File: src/rtl/coffee_pkg.sv
// Shared types and constants for the coffee vending controller.
package coffee_pkg;

    localparam int COIN_W = 4;
    localparam logic [COIN_W-1:0] COIN_MAX = 4'd15;

    typedef enum logic [2:0] {
        ST_IDLE,
        ST_COLLECT,
        ST_CHECK,
        ST_BREW,
        ST_PAYOUT
    } state_t;

    localparam logic [2:0] SEL_ESPRESSO   = 3'd1;
    localparam logic [2:0] SEL_MILK       = 3'd2;
    localparam logic [2:0] SEL_CAPPUCCINO = 3'd3;
    localparam logic [2:0] SEL_MOCHACCINO = 3'd4;

    localparam logic [COIN_W-1:0] PRICE_ESPRESSO   = 4'd3;
    localparam logic [COIN_W-1:0] PRICE_MILK       = 4'd4;
    localparam logic [COIN_W-1:0] PRICE_CAPPUCCINO = 4'd5;
    localparam logic [COIN_W-1:0] PRICE_MOCHACCINO = 4'd7;

    function automatic logic sel_valid(input logic [2:0] sel);
        return (sel >= SEL_ESPRESSO) && (sel <= SEL_MOCHACCINO);
    endfunction

    // Price lookup for the change unit side; 0 marks an invalid code.
    function automatic logic [COIN_W-1:0] price_of(input logic [2:0] sel);
        case (sel)
            SEL_ESPRESSO:   return PRICE_ESPRESSO;
            SEL_MILK:       return PRICE_MILK;
            SEL_CAPPUCCINO: return PRICE_CAPPUCCINO;
            SEL_MOCHACCINO: return PRICE_MOCHACCINO;
            default:        return '0;
        endcase
    endfunction

endpackage

File: src/rtl/coin_counter.sv
// Saturating coin accumulator; clear wins over load, load wins over inc.
module coin_counter
    import coffee_pkg::*;
(
    input  logic              clk,
    input  logic              rst,
    input  logic              inc,
    input  logic              clear,
    input  logic              load,
    input  logic [COIN_W-1:0] load_val,
    output logic [COIN_W-1:0] count,
    output logic              sat
);

    always_ff @(posedge clk or posedge rst) begin
        if (rst) begin
            count <= '0;
        end else if (clear) begin
            count <= '0;
        end else if (load) begin
            count <= load_val;
        end else if (inc && !sat) begin
            count <= count + 1'b1;
        end
    end

    assign sat = (count == COIN_MAX);

endmodule

File: src/rtl/coffee_vending_controller.sv
// Coffee vending sequencer: coin collection, change-unit handshake, brew timer, coin payout.
//   state   | meaning
//   IDLE    | no credit, waiting for the first coin
//   COLLECT | accumulating coins, accepting confirm/cancel
//   CHECK   | one-cycle query of the external change unit
//   BREW    | brew timer running
//   PAYOUT  | returning change/refund one coin per two cycles
module coffee_vending_controller
    import coffee_pkg::*;
#(
    parameter int BREW_CYCLES = 8
) (
    input  logic              clk,
    input  logic              rst,
    input  logic              coin_in,
    input  logic [2:0]        coffee_sel,
    input  logic              confirm,
    input  logic              cancel,
    input  logic [COIN_W-1:0] sub_change,
    input  logic              sub_enable,
    output logic [COIN_W-1:0] total_coins,
    output logic [2:0]        coffee_type,
    output logic              sub_confirm,
    output logic              brewing,
    output logic              dispense,
    output logic              change_pulse,
    output logic              coin_reject,
    output logic              insufficient,
    output logic              busy
);

    localparam logic [7:0] BREW_LOAD = 8'(BREW_CYCLES);

    state_t            state, state_nxt;
    logic [7:0]        brew_cnt, brew_cnt_nxt;
    logic [COIN_W-1:0] payout_cnt, payout_nxt;
    logic [2:0]        coffee_type_nxt;
    logic              dispense_nxt, change_nxt, reject_nxt, insuff_nxt;
    logic              cc_inc, cc_clear, cc_load, cc_sat;

    coin_counter u_coin_counter (
        .clk      (clk),
        .rst      (rst),
        .inc      (cc_inc),
        .clear    (cc_clear),
        .load     (cc_load),
        .load_val (4'd1),
        .count    (total_coins),
        .sat      (cc_sat)
    );

    always_comb begin
        state_nxt       = state;
        brew_cnt_nxt    = brew_cnt;
        payout_nxt      = payout_cnt;
        coffee_type_nxt = coffee_type;
        dispense_nxt    = 1'b0;
        change_nxt      = 1'b0;
        reject_nxt      = 1'b0;
        insuff_nxt      = 1'b0;
        cc_inc          = 1'b0;
        cc_clear        = 1'b0;
        cc_load         = 1'b0;

        case (state)
            ST_IDLE: begin
                if (coin_in) begin
                    cc_load   = 1'b1;
                    state_nxt = ST_COLLECT;
                end
            end
            ST_COLLECT: begin
                // A coin dropped together with cancel is not credited, so hand it back.
                if (cancel) begin
                    payout_nxt = total_coins;
                    reject_nxt = coin_in;
                    state_nxt  = ST_PAYOUT;
                end else if (coin_in) begin
                    if (cc_sat) reject_nxt = 1'b1;
                    else        cc_inc     = 1'b1;
                end else if (confirm) begin
                    if (sel_valid(coffee_sel)) begin
                        coffee_type_nxt = coffee_sel;
                        state_nxt       = ST_CHECK;
                    end else begin
                        insuff_nxt = 1'b1;
                    end
                end
            end
            ST_CHECK: begin
                reject_nxt = coin_in;
                if (sub_enable) begin
                    payout_nxt   = sub_change;
                    cc_clear     = 1'b1;
                    brew_cnt_nxt = BREW_LOAD;
                    state_nxt    = ST_BREW;
                end else begin
                    insuff_nxt = 1'b1;
                    state_nxt  = ST_COLLECT;
                end
            end
            ST_BREW: begin
                reject_nxt = coin_in;
                if (brew_cnt <= 8'd1) begin
                    brew_cnt_nxt = '0;
                    dispense_nxt = 1'b1;
                    state_nxt    = (payout_cnt != '0) ? ST_PAYOUT : ST_IDLE;
                end else begin
                    brew_cnt_nxt = brew_cnt - 8'd1;
                end
            end
            ST_PAYOUT: begin
                reject_nxt = coin_in;
                // change_pulse doubles as the high/low phase of each returned coin.
                if (payout_cnt == '0) begin
                    cc_clear  = 1'b1;
                    state_nxt = ST_IDLE;
                end else if (!change_pulse) begin
                    change_nxt = 1'b1;
                    payout_nxt = payout_cnt - 1'b1;
                end
            end
            default: state_nxt = ST_IDLE;
        endcase
    end

    always_ff @(posedge clk or posedge rst) begin
        if (rst) begin
            state        <= ST_IDLE;
            brew_cnt     <= '0;
            payout_cnt   <= '0;
            coffee_type  <= '0;
            sub_confirm  <= 1'b0;
            brewing      <= 1'b0;
            dispense     <= 1'b0;
            change_pulse <= 1'b0;
            coin_reject  <= 1'b0;
            insufficient <= 1'b0;
            busy         <= 1'b0;
        end else begin
            state        <= state_nxt;
            brew_cnt     <= brew_cnt_nxt;
            payout_cnt   <= payout_nxt;
            coffee_type  <= coffee_type_nxt;
            sub_confirm  <= (state_nxt == ST_CHECK);
            brewing      <= (state_nxt == ST_BREW);
            dispense     <= dispense_nxt;
            change_pulse <= change_nxt;
            coin_reject  <= reject_nxt;
            insufficient <= insuff_nxt;
            busy         <= (state_nxt != ST_IDLE) && (state_nxt != ST_COLLECT);
        end
    end

endmodule

File: config.mk
export PLATFORM = sky130hd
export DESIGN_NAME = coffee_vending_controller
export DESIGN_NICKNAME = d
export VERILOG_FILES = /design/src/rtl/coffee_pkg.sv /design/src/rtl/coin_counter.sv /design/src/rtl/coffee_vending_controller.sv
export SDC_FILE = /design/constraint.sdc
export NUM_CORES = 1
export LEC_CHECK = 0
export ABC_AREA = 1
export BUFFER_PORTS_ARGS = -buffer_cell sky130_fd_sc_hd__buf_2
export CAP_MARGIN = 20
export CORE_UTILIZATION = 56
export CTS_CLUSTER_SIZE = 14
export DETAILED_ROUTE_END_ITERATION = 10
export PLACE_DENSITY = 0.87
export SYNTH_ARGS = -nofsm -noshare
export SYNTH_HDL_FRONTEND = slang
export SYNTH_SLANG_ARGS = --single-unit
File: constraint.sdc
create_clock -name clk -period 1.9 [get_ports clk]
set_input_delay 0.19 -clock clk [delete_from_list [all_inputs] [get_ports clk]]
set_output_delay 0.19 -clock clk [all_outputs]
set_load 0.05 [all_outputs]
After elaboration in Yosys (flattened, before gate mapping)
Index checks and enable logic that the tools add are counted.

Bits in registers: 29. Bits of input ports: 13. Output and inout port bits: 14.

Bitwise operators: 2. Multiplexer cells: 45. Order comparisons: 3. Eq/ne operators: 12. Add/sub/neg operators: 3. Reductions and logical operators: 15.

Operators by type and width (number): 2-to-1 mux 4 bit (7); 2-to-1 mux 3 bit (8); 2-to-1 mux 1 bit (21); 2-to-1 mux 8 bit (2); one-hot mux 8 bit (2 select lines) (1); one-hot mux 3 bit (5 select lines) (1); == test 3 x 2 -> 1 bit, second input constant (4); one-hot mux 4 bit (3 select lines) (1); AND reduction 5 bit (2); nonzero test 3 bit (3); less-or-equal comparator 8 x 1 -> 1 bit, second input constant (1); inequality test 2 bit, second input constant (4); subtractor 8 x 1 -> 8 bit, second input constant (1); one-hot mux 1 bit (2 select lines) (3); adder 4 x 1 -> 4 bit, second input constant (1); == test 4 bit, second input constant (1); zero test 4 bit (1); nonzero test 4 bit (1); subtractor 4 x 1 -> 4 bit, second input constant (1); == test 3 x 1 -> 1 bit, second input constant (1); == test 3 bit, second input constant (1); greater-or-equal comparator 3 x 1 -> 1 bit, second input constant (1); less-or-equal comparator 3 bit, second input constant (1); logical AND 1 bit (3); other kinds (8) (9).

Logic depth before layout (Yosys ltp)
Depth in word-level cells: 9. Gate-level depth with buffers: 9.

Cells and area by module
A second synthesis with hierarchy kept.

Cells, all modules: 229. Area, all modules: 1727.9 um2.

By module, submodules not included: coffee_vending_controller (area an instance 1428.9 um2, sequential area each 625.6 um2, instances 1, cells each 188); coin_counter (area an instance 299.0 um2, sequential area each 100.1 um2, instances 1, cells each 41).

Worst setup path after synthesis
OpenSTA, ideal clock, no wires.

Path kind: register -> register. From: reg u_coin_counter.count[0]. To: reg u_coin_counter.count[3]. Library setup time: 0.113 ns. Data arrival time: 1.450 ns. Data required time: 1.787 ns. Path slack: 0.337 ns. Period minus slack after synthesis: 1.563 ns. Buffers on the path: 0. Cell stages (with the launch flop): 8. Cells stage by stage: dfrtp_1 > ha_1 > nand3_1 > nand3_1 > nor2_1 > nand3_1 > nand2_1 > nor2_2.

Cells in the longest elaborated chain, start to end: 7.

Ends and longest elaborated chain: from (decl) (RTL line coin_counter.sv:11) `output logic [COIN_W-1:0] count,`; from (signal assigned) (RTL line coin_counter.sv:21) `count <= load_val;`; from (signal assigned) (RTL line coin_counter.sv:23) `count <= count + 1'b1;`; == test 4 bit (RTL line coin_counter.sv:27) `assign sat = (count == COIN_MAX);`; 2-to-1 mux 1 bit (RTL line coffee_vending_controller.sv:79) `if (cc_sat) reject_nxt = 1'b1;`; 2-to-1 mux 1 bit (RTL line coffee_vending_controller.sv:78) `end else if (coin_in) begin`; 2-to-1 mux 1 bit (RTL line coffee_vending_controller.sv:74) `if (cancel) begin`; 2-to-1 mux 1 bit (RTL line coffee_vending_controller.sv:65) `case (state)`; logical AND 1 bit (RTL line coin_counter.sv:22) `end else if (inc && !sat) begin`; nonzero test 3 bit (no source line).

Parallel ways exist; a longest one is shown, timed or not. The select of a mux whose other input is x is not followed. A chain may end at the register's enable or synchronous reset.

Final worst setup path
From: reg brew_cnt[0]. To: reg busy.

Cells in the longest elaborated chain, start to end: 5.

Ends and longest elaborated chain: from (decl) (RTL line coffee_vending_controller.sv:35) `logic [7:0] brew_cnt, brew_cnt_nxt;`; from (signal assigned) (RTL line coffee_vending_controller.sv:142) `brew_cnt <= brew_cnt_nxt;`; less-or-equal comparator 8 x 1 -> 1 bit (*) (RTL line coffee_vending_controller.sv:104) `if (brew_cnt <= 8'd1) begin`; 2-to-1 mux 3 bit (*) (RTL line coffee_vending_controller.sv:104); one-hot mux 3 bit (5 select lines) (*) (RTL line coffee_vending_controller.sv:65); inequality test 3 x 1 -> 1 bit or nonzero test 3 bit (tied branches) (RTL line coffee_vending_controller.sv:151) `busy <= (state_nxt != ST_IDLE) && (state_nxt != ST_COLLECT);`; logical AND 1 bit (*) (RTL line coffee_vending_controller.sv:151); to (signal assigned) (RTL line coffee_vending_controller.sv:151); to (decl) (RTL line coffee_vending_controller.sv:29) `output logic busy`.

Mark *: on every way between the ends. The rest lies on a longest branch, timed or not.

==> flow_summary.json <==
{
  "run_status": "completed",
  "io_pins": 27,
  "drt-initial-drc-count": 133,
  "ctsResizeCount": 0,
  "tns_ns": 0,
  "worst-path-max-fanout": 6,
  "gr-total-overflow": 0,
  "grtUsageTotal": 0.236,
  "maxCapViolCount": 0,
  "via_per_inst": 5.19,
  "cp_common_cell": "nand2_1",
  "htreeDepth": 2,
  "critPathKind": "flop to flop",
  "arrival_ns": 1.81,
  "grt_pass1_vias": 1402,
  "ctsRootBufferMaster": "clkbuf_4",
  "wl_per_cell_um": 11.8,
  "syn_to_final_growth_pct": 15.3,
  "synthesis.nets": 245,
  "fmax_mhz": 636,
  "syn_inst": 227,
  "clk_path_buf_depth": 2,
  "clk_latency_ns": 0.34,
  "dieWidth_um": 58.1,
  "startpoint_type": "flop",
  "initial_core_util": 0.612,
  "cts.sinks": 29,
  "hold_path.class": "input pin to flop",
  "power.leakage_uw": 0.00111,
  "vias": 1582,
  "nets": 280,
  "setup_viol_count_final": 0,
  "drc": 0,
  "cts_setup_buffers": 0,
  "drv_slew": 0,
  "fp-row-count": 19,
  "routed_wl_um": 3590,
  "syn_area_mm2": 0.00176,
  "die-area_mm2": 0.00337,
  "antenna_found_initial": 0,
  "powerDensity_mw_per_mm2": 1510,
  "drive_gt1_frac": 0.259,
  "synth_cell_types": 29,
  "yosysSeqAreaShare": 0.412,
  "rrSetupSlack_ns": 0.33,
  "numCtsBuffers": 5,
  "worstMarginPinSlew_ns": 0.318,
  "grt_max_degree": 23,
  "slowest_stage": "dfrtp_1",
  "yosysWarnings": 0,
  "syn_area_per_cell_um2": 7.76,
  "yosys_register_bits": 29,
  "crit_path_max_incr_delay_ns": 0.39,
  "dp_hpwl_um": 2770,
  "drtPass1Iterations": 6,
  "worst_ep_required_time_ns": 2.14,
  "port-buffer-count": 26,
  "setup_ws_ns": 0.328,
  "path_buf_inv": 1,
  "coreArea_mm2": 0.00288,
  "rsz0062_at_grt": "no",
  "ir_worst_vdd_v": 0.000781,
  "path_clk_slew_ns": 0.10,
  "cts_tree": "yes",
  "power_uw": 3070,
  "finClkSkew_ns": 0.00959,
  "relSlewSlack": 0.788,
  "hold_viol": 0,
  "ant_nets": 0,
  "grt_pass1_wl_um": 5920,
  "critical_path.top_delay_family": "simple AND/OR/NAND/NOR gates",
  "num_antenna_cells": 0,
  "dp_slack_ns": 0.362,
  "die_h_um": 58.1,
  "gp_congestion": 0.949,
  "critPathCaptureType": "flop",
  "post-route-period-util": 0.827,
  "period_minus_slack_ns": 1.57,
  "crit_chain": "inv_1, ha_1, or2_2, nand4_1, nand2_1, nand2_1, nor2_2, nand2_1"
}
## per-stage QoR
stage	cells	util	area, um2	hold WS [ns]
6_report	305	0.706	2030	0.0803
5_1_grt	305	0.706	2030	0.0847
4_1_cts	305	0.706	2030	0.0685
3_5_place_dp	296	0.679	1950	0.153
3_3_place_gp	296	0.679	1950	0.136
2_1_floorplan	227	-	1760	0.268
## power by group
| part | internal, uW | switching, uW | leakage (uW) |
|---|---|---|---|
| clock | 214 | 235 | 0.0000413 |
| sequential | 835 | 203 | 0.000373 |
| combinational | 502 | 1080 | 0.000698 |
| total | 1550 | 1520 | 0.00111 |
## flip-flops by register name (all words and copies together) (netlist names), 3 cells and up
signal / cells
u_coin_counter.count: 4
state: 3
brew_cnt: 8
payout_cnt: 4
coffee_type: 3
## placed cells by master (no fill, tap or decap)
cell / instances
a21oi_1: 3
a21oi_4: 1
a31oi_1: 1
buf_2: 26
buf_4: 1
clkbuf_4: 5
clkbuf_8: 2
clkinv_2: 2
dfrtp_1: 29
dlygate4sd3_1: 1
ha_1: 5
inv_1: 26
inv_2: 6
inv_4: 2
inv_6: 1
nand2_1: 65
nand2_2: 4
nand2_4: 3
nand3_1: 27
nand3_2: 1
nand3_4: 1
nand3b_1: 1
nand4_1: 8
nor2_1: 15
nor2_2: 6
nor2_4: 5
nor3_4: 1
o211ai_1: 2
o21ai_0: 4
o21ai_1: 1
o22ai_1: 3
or2_2: 1
xnor2_1: 1
xor2_1: 3
## final cells by class
| type | count | area (um2) |
|---|---|---|
| inverter | 36 | 146 |
| multi-input combinational | 162 | 890 |
| clock inverter | 1 | 5.00 |
| sequential | 29 | 726 |
| fill | 224 | 845 |
| tap | 42 | 52.6 |
| clock buffer | 7 | 65.1 |
| timing repair buffer | 28 | 148 |
## layer usage
| metal | up-vias | part of all wire | GRT usage | wire length (um) |
|---|---|---|---|---|
| met2 | 43 | 0.50 | 0.419 | 1800 |
| li1 | 802 | - | - | - |
| met4 | 0 | 0.015 | 0.0748 | 53 |
| met5 | - | 0 | 0 | 0 |
| met3 | 8 | 0.043 | 0.0670 | 155 |
| met1 | 729 | 0.44 | 0.273 | 1580 |
## worst paths after layout
kind                                            startpoint  cells past startpoint                                   to
worst max-delay path               brew_cnt[0]$_DFFE_PP0P_                      8                       busy$_DFF_PP0_
worst min-delay path                         coffee_sel[0]                      3           coffee_type[0]$_DFFE_PP0P_
worst max register to register     brew_cnt[0]$_DFFE_PP0P_                      8                       busy$_DFF_PP0_
worst min register to register  coffee_type[0]$_DFFE_PP0P_                      2           coffee_type[0]$_DFFE_PP0P_
max in group asynchronous                              rst                      4  u_coin_counter.count[3]$_DFFE_PP0P_
min in group asynchronous                              rst                      3                   dispense$_DFF_PP0_
## tightest hold or removal path, delay by kind of cell
family / cells / cell delay [ns]
buf+inv: 1 / 0.09
simple gates: 2 / 0.10
## kinds of logic after synthesis
| logic type | Yosys count | synth area share |
|---|---|---|
| adders and majority gates | 5 | 0.0355 |
| and+or+nand+nor | 138 | 0.395 |
| xor gates and xnor gates | 4 | 0.0199 |
| DFF | 29 | 0.412 |
| AOI/OAI and AO/OA | 15 | 0.0547 |
| buffers and inverters | 36 | 0.0831 |
## cells in the mapped netlist
library cell | count | share of area
a21oi_1 | 3 | 0.0085
a21oi_4 | 1 | 0.0092
a31oi_1 | 1 | 0.0036
clkinv_2 | 1 | 0.0028
dfrtp_1 | 29 | 0.41
ha_1 | 5 | 0.036
inv_1 | 26 | 0.055
inv_2 | 6 | 0.013
inv_4 | 2 | 0.0071
inv_6 | 1 | 0.0050
nand2_1 | 65 | 0.14
nand2_2 | 4 | 0.014
nand2_4 | 3 | 0.019
nand3_1 | 27 | 0.077
nand3_2 | 1 | 0.0057
nand3_4 | 1 | 0.0099
nand3b_1 | 1 | 0.0043
nand4_1 | 8 | 0.028
nor2_1 | 15 | 0.032
nor2_2 | 6 | 0.021
nor2_4 | 5 | 0.032
nor3_4 | 1 | 0.0092
o211ai_1 | 2 | 0.0085
o21ai_0 | 4 | 0.011
o21ai_1 | 1 | 0.0028
o22ai_1 | 3 | 0.011
or2_2 | 1 | 0.0036
xnor2_1 | 1 | 0.0050
xor2_1 | 3 | 0.015
## what timing repair did
action / in CTS / in global routing
hold buffers: 1 / 0
endpoints found under the hold margin: 7 / 0
endpoints found under the setup margin: 0 / 0
Power figures use the tool's default switching activity.
